### src/rtl/demux_seq_pkg.sv
// Shared encodings and the position-step rule for the LED demux sequencer.
// The RANDOM option (DEMUX_RANDOM_MODE_EN) reuses the MODE_HOLD encoding.
package demux_seq_pkg;

   typedef enum logic [1:0] {
      MODE_HOLD       = 2'b00,
      MODE_CHASE_UP   = 2'b01,
      MODE_CHASE_DOWN = 2'b10,
      MODE_PING_PONG  = 2'b11
   } mode_t;

   typedef enum logic [1:0] {
      S_IDLE = 2'd0,
      S_ON   = 2'd1,
      S_OFF  = 2'd2
   } state_t;

   typedef struct packed {
      logic       dir_down;
      logic [1:0] pos;
   } step_t;

`ifdef DEMUX_RANDOM_MODE_EN
   localparam logic [7:0] LFSR_RESET = 8'h00;
`endif

   // Deterministic next position/direction. Every non-ping-pong step forces direction up.
   function automatic step_t next_step(input mode_t mode, input step_t cur);
      step_t nxt;
      nxt.dir_down = 1'b0;
      nxt.pos      = cur.pos;
      case (mode)
         MODE_CHASE_UP:   nxt.pos = cur.pos + 2'd1;
         MODE_CHASE_DOWN: nxt.pos = cur.pos - 2'd1;
         MODE_PING_PONG: begin
            if (!cur.dir_down) begin
               if (cur.pos == 2'd3) begin
                  nxt.dir_down = 1'b1;
                  nxt.pos      = 2'd2;
               end else begin
                  nxt.pos = cur.pos + 2'd1;
               end
            end else begin
               if (cur.pos == 2'd0) begin
                  nxt.pos = 2'd1;
               end else begin
                  nxt.dir_down = 1'b1;
                  nxt.pos      = cur.pos - 2'd1;
               end
            end
         end
         default: ;
      endcase
      return nxt;
   endfunction

endpackage

### src/rtl/seq_tick_gen.sv
// Free-running divider: o_tick is high for the one cycle the counter sits at TICK_DIV-1.
module seq_tick_gen #(
   parameter int TICK_DIV = 3000000
) (
   input  logic i_clk,
   input  logic i_rst_n,
   output logic o_tick
);

   localparam int             CW   = $clog2(TICK_DIV);
   localparam logic [CW-1:0] LAST = CW'(TICK_DIV - 1);

   logic [CW-1:0] cnt;

   // NOTE: state is updated with <= so every flop samples pre-edge values.
   always_ff @(posedge i_clk) begin
      if (!i_rst_n)          cnt <= '0;
      else if (cnt == LAST)  cnt <= '0;
      else                   cnt <= cnt + CW'(1);
   end

   assign o_tick = (cnt == LAST);

endmodule

### src/rtl/demux_led_sequencer.sv
// Mode-driven LED sequencer feeding a 4-way demux (select + data).
// Optional macro DEMUX_RANDOM_MODE_EN turns mode 00 into an LFSR-driven RANDOM mode.
module demux_led_sequencer
   import demux_seq_pkg::*;
#(
   parameter int TICK_DIV       = 3000000,
   parameter int DEBOUNCE_LIMIT = 250000
) (
   input  logic i_clk,
   input  logic i_rst_n,
   input  logic i_switch_1,
   input  logic i_switch_2,
   output logic o_sel_1,
   output logic o_sel_2,
   output logic o_data
);

   localparam int             DB_W    = (DEBOUNCE_LIMIT > 1) ? $clog2(DEBOUNCE_LIMIT) : 1;
   localparam logic [DB_W-1:0] DB_LAST = DB_W'(DEBOUNCE_LIMIT - 1);

   logic            tick;
   logic [1:0]      raw;
   logic [1:0]      sw_db;
   logic [DB_W-1:0] db_cnt [2];
   state_t          state;
   step_t           cur;
   step_t           nxt;
   logic            data_q;

   seq_tick_gen #(.TICK_DIV(TICK_DIV)) u_tick (
      .i_clk   (i_clk),
      .i_rst_n (i_rst_n),
      .o_tick  (tick)
   );

   assign raw = {i_switch_2, i_switch_1};

   // NOTE: the two debounce counters are plain flops, so they are reset like any other state.
   always_ff @(posedge i_clk) begin
      if (!i_rst_n) begin
         sw_db <= '0;
         for (int i = 0; i < 2; i++) db_cnt[i] <= '0;
      end else begin
         for (int i = 0; i < 2; i++) begin
            if (raw[i] == sw_db[i]) begin
               db_cnt[i] <= '0;
            end else if (db_cnt[i] == DB_LAST) begin
               sw_db[i]  <= raw[i];
               db_cnt[i] <= '0;
            end else begin
               db_cnt[i] <= db_cnt[i] + DB_W'(1);
            end
         end
      end
   end

`ifdef DEMUX_RANDOM_MODE_EN
   logic [7:0] lfsr;

   always_ff @(posedge i_clk) begin
      if (!i_rst_n) lfsr <= LFSR_RESET;
      else          lfsr <= {lfsr[6:0], ~(lfsr[7] ^ lfsr[5] ^ lfsr[4] ^ lfsr[3])};
   end
`endif

   // NOTE: nxt gets a full default first, so no path through this block can infer a latch.
   always_comb begin
      nxt = next_step(mode_t'(sw_db), cur);
`ifdef DEMUX_RANDOM_MODE_EN
      if (mode_t'(sw_db) == MODE_HOLD) begin
         nxt.dir_down = 1'b0;
         nxt.pos      = (lfsr[1:0] == cur.pos) ? cur.pos + 2'd1 : lfsr[1:0];
      end
`endif
   end

   // Position only moves on the OFF->ON edge, so select is stable whenever data is high.
   always_ff @(posedge i_clk) begin
      if (!i_rst_n) begin
         state  <= S_IDLE;
         data_q <= 1'b0;
         cur    <= '0;
      end else begin
         case (state)
            S_IDLE: begin
               state  <= S_ON;
               data_q <= 1'b1;
            end
            S_ON: if (tick) begin
               state  <= S_OFF;
               data_q <= 1'b0;
            end
            S_OFF: if (tick) begin
               state  <= S_ON;
               data_q <= 1'b1;
               cur    <= nxt;
            end
            default: begin
               state  <= S_IDLE;
               data_q <= 1'b0;
            end
         endcase
      end
   end

   assign o_sel_1 = cur.pos[0];
   assign o_sel_2 = cur.pos[1];
   assign o_data  = data_q;

endmodule

### config.mk
export PLATFORM = sky130hd
export DESIGN_NAME = demux_led_sequencer
export DESIGN_NICKNAME = d
export VERILOG_FILES = /design/src/rtl/demux_seq_pkg.sv /design/src/rtl/seq_tick_gen.sv /design/src/rtl/demux_led_sequencer.sv
export SDC_FILE = /design/constraint.sdc
export NUM_CORES = 1
export LEC_CHECK = 0
export CORE_ASPECT_RATIO = 0.7
export CORE_MARGIN = 1.5
export CORE_UTILIZATION = 30
export DETAILED_ROUTE_END_ITERATION = 10
export GPL_TIMING_DRIVEN = 0
export SYNTH_ARGS = -nofsm -noshare
export SYNTH_HDL_FRONTEND = slang
export SYNTH_SLANG_ARGS = --single-unit
export TNS_END_PERCENT = 50
### constraint.sdc
create_clock -name i_clk -period 2.6 [get_ports i_clk]
set_input_delay 0.26 -clock i_clk [delete_from_list [all_inputs] [get_ports i_clk]]
set_output_delay 0.26 -clock i_clk [all_outputs]
set_load 0.01 [all_outputs]
==> out/metrics.cfg <==
[synthesis]
yosysTopAreaCell=edfxtp_1
avgSynthCellArea_um2=9.574
synth_area_leaders=edfxtp_1 (32%), dfxtp_1 (17%), xnor2_1 (6.9%)
synth_edf_count=36
asyncSetResetFlopFracSynth=0
synth-seq-area-share=0.4875
synthSimpleGateAreaFrac=0.2753
synth_top_family_by_area=simple AND/OR/NAND/NOR gates
yosysWarningCount=0
synth_compound_area_frac=0.07819
ys_types=45
yosysTopAreaCellShare=0.3172
ys_ff_latch=65
ys.flop_type=edfxtp_1
synth_xor_xnor_area_share=0.1054
synthAdderAreaFrac=0.01836
netlist_instances=356
synth_area_mm2=0.003408
synthMuxAreaShare=0.002937

[power_and_ir_drop]
power_frac_comb=0.041
clkPwrFrac=0.488
power_mw=2.469
p_seq_frac=0.471
swShare=0.2095
power_switching_uw=517.2
p_per_area_mw_per_mm2=604.2
p_int_mw=1.952
total_leakage_power_nw=1.360
vdd_ir_drop_max_v=0.0003266

[routing]
via_per_inst=4.708
wire_per_inst_um=11.68
antenna_left=0
route.detailed.drc=0
wirelength_mm=6.597
dr_total_vias=2660
dr.pass1.iters=5
drt_iter0_markers=153

[min_path]
hp-class=primary input to register
min_delay_path_depth=2

[floorplanning]
rows=32
die-area_mm2=0.01202
coreArea_mm2=0.01105
pin_count=7
fp.dieW_um=130.4
start_util=0.3084
die_h_um=92.18

[sta]
slew-limit-headroom=0.5794
fin_crit_sh=0.9113
slew_viol_final=0
max_freq_mhz=422.0
rsz0062_at_grt=false
hold_violations=0
fin_skew_ns=0.006290
final.setup.tns_ns=0
final-setup-viol-count=0
worst_pin_slew_ns=0.6252
fin_crit_ns=2.369

[clock_network]
cts_sinks=65
post-cts-setup-buffer-count=0
numCtsBuffers=9
clock_latency_ns=0.33
clk_pin_slew_ns=0.05
cts_max_path_buffers=2
ctsHoldBuffers=0
root_buffer=clkbuf_16
cts_resized=0
cts_tree=built
h-tree-depth=3

[worst_setup_path]
rr_endpoint=db_cnt[0][13]$_SDFFCE_PN0P_
worstPathMaxFanout=10
startpoint=db_cnt[0][0]$_SDFFCE_PN0P_
r2r-start=db_cnt[0][0]$_SDFFCE_PN0P_
start_kind=register
rrSetupSlack_ns=0.23
reg2regPathDepth=6
cp.required_ns=2.66
cp-end-kind=register
cp-endpoint=db_cnt[0][13]$_SDFFCE_PN0P_
arrival_ns=2.43
critPathKind=register to register

[cells_and_area]
drive_above_1_share=0.05583
seq_area_mm2=0.001662
diodes=0
fillers=1127
final_nets=416
area_growth_pct=19.90
multi_input_area_mm2=0.001772

[global_routing]
grt_pass1_vias=2413
grt_pass1_wl_mm=11.42
grt_use_total=0.1230
grt_max_degree=12
antenna_found_initial=0
overflow=0

[place]
io_buffer_count=5
post-dp-hpwl_mm=4.872
gp_congestion=0.7915

[flow_run]
cap_viol_max_count=0

[outcome]
outcome=finished clean

cell families (layout without fill, tap and decap cells):
kind of cell / after synthesis / count (layout)
and+or+nand+nor: 175 / 175
DFF: 65 / 65
AOI/OAI and AO/OA: 43 / 43
xor gates and xnor gates: 41 / 41
buffers and inverters: 25 / 46
adders and majority gates: 5 / 5
other: 1 / 36
muxes: 1 / 1
critical path, stage by stage (launching register included):
cell      delay (ns)
edfxtp_1        0.41
ha_1            0.23
and3_1          0.25
nand3_1         0.20
o21ai_1         0.50
clkbuf_1        0.41
nor2_1          0.11
layout make-up:
| class | instances | share of cell area |
|---|---|---|
| multi-input combinational | 301 | 0.4336 |
| sequential | 65 | 0.4066 |
| tap | 153 | 0.04685 |
| clock buffer | 15 | 0.07348 |
| clock inverter | 1 | 0.001225 |
| inverter | 15 | 0.01378 |
| timing repair buffer | 5 | 0.01225 |
| buffer | 10 | 0.01225 |
worst min path at each step:
| stage | startpoint | end | slack [ns] |
|---|---|---|---|
| finish | i_rst_n | sw_db[0]$_SDFFE_PN0N_ | 0.39 |
| global route | i_rst_n | sw_db[0]$_SDFFE_PN0N_ | 0.42 |
| CTS | i_rst_n | sw_db[0]$_SDFFE_PN0N_ | 0.38 |
| detailed placement | u_tick.cnt[0]$_SDFF_PP0_ | u_tick.cnt[0]$_SDFF_PP0_ | 0.47 |
| global placement | u_tick.cnt[0]$_SDFF_PP0_ | u_tick.cnt[0]$_SDFF_PP0_ | 0.44 |
| floorplan | u_tick.cnt[0]$_SDFF_PP0_ | u_tick.cnt[0]$_SDFF_PP0_ | 0.43 |
layer usage:
layer	wire length (um)	share of wire	GRT usage
met5	0	0	0
met4	94	0.014	0.05769
met3	173	0.026	0.04201
met2	2744	0.42	0.1654
met1	3585	0.54	0.1742
sequential cells by signal, indices dropped and copies added, names as in the netlist:
signal      cells
cur             1
db_cnt         36
o_data          1
o_sel_1         1
o_sel_2         1
state           1
sw_db           2
u_tick.cnt     22
stage by stage:
| step | std cells | cell area [um2] | hold slack, ns | util | setup WS (ns) |
|---|---|---|---|---|---|
| after floorplan | 391 | 3540 | 0.4286 | - | 0.4292 |
| after global placement | 549 | 3781 | 0.4407 | 0.3422 | 0.2278 |
| after detailed placement | 549 | 3781 | 0.4654 | 0.3422 | 0.2232 |
| after CTS | 565 | 4086 | 0.3770 | 0.3698 | 0.2152 |
| after global routing | 565 | 4086 | 0.4214 | 0.3698 | 0.003275 |
| final | 565 | 4086 | 0.3875 | 0.3698 | 0.2306 |
power by group through the flow:
stage	Combinational, mW	Clock (mW)	Sequential (mW)
6_report	0.101	1.21	1.16
2_1_floorplan	0.0785	0	1.17
5_1_grt	0.116	1.27	1.17
3_3_place_gp	0.0998	0	1.18
3_5_place_dp	0.100	0	1.18
4_1_cts	0.101	1.24	1.16
placed cells by master, fill, tap and decap left out, types with 10 or more instances in the layout:
cell type,Yosys,final
xor2_1,14,14
xnor2_1,27,27
edfxtp_1,36,36
dfxtp_1,29,29
nand3_1,18,18
nor2_1,56,56
inv_1,15,15
clkbuf_16,0,11
or3_1,11,11
nand2_1,19,19
o21ai_0,12,12
conb_1,1,36
nand4_1,17,17
a21oi_1,17,17
clkbuf_1,7,10
nor4_1,10,10
Yosys cell counts, types with 2 or more instances:
master / instances
nand2_1: 19
nand3_1: 18
nand3_2: 2
a21oi_1: 17
ha_1: 5
nor4_1: 10
xor2_1: 14
and3_1: 7
dfxtp_1: 29
xnor2_1: 27
nor2_1: 56
or4_1: 7
o21ai_0: 12
edfxtp_1: 36
inv_1: 15
or4b_1: 2
o31ai_1: 3
nor3_1: 8
o41ai_1: 2
clkbuf_1: 7
and4_1: 6
or3_1: 11
o21a_1: 2
nand2b_1: 4
nand4_1: 17
No activity file was read; power rests on OpenSTA's default activity.
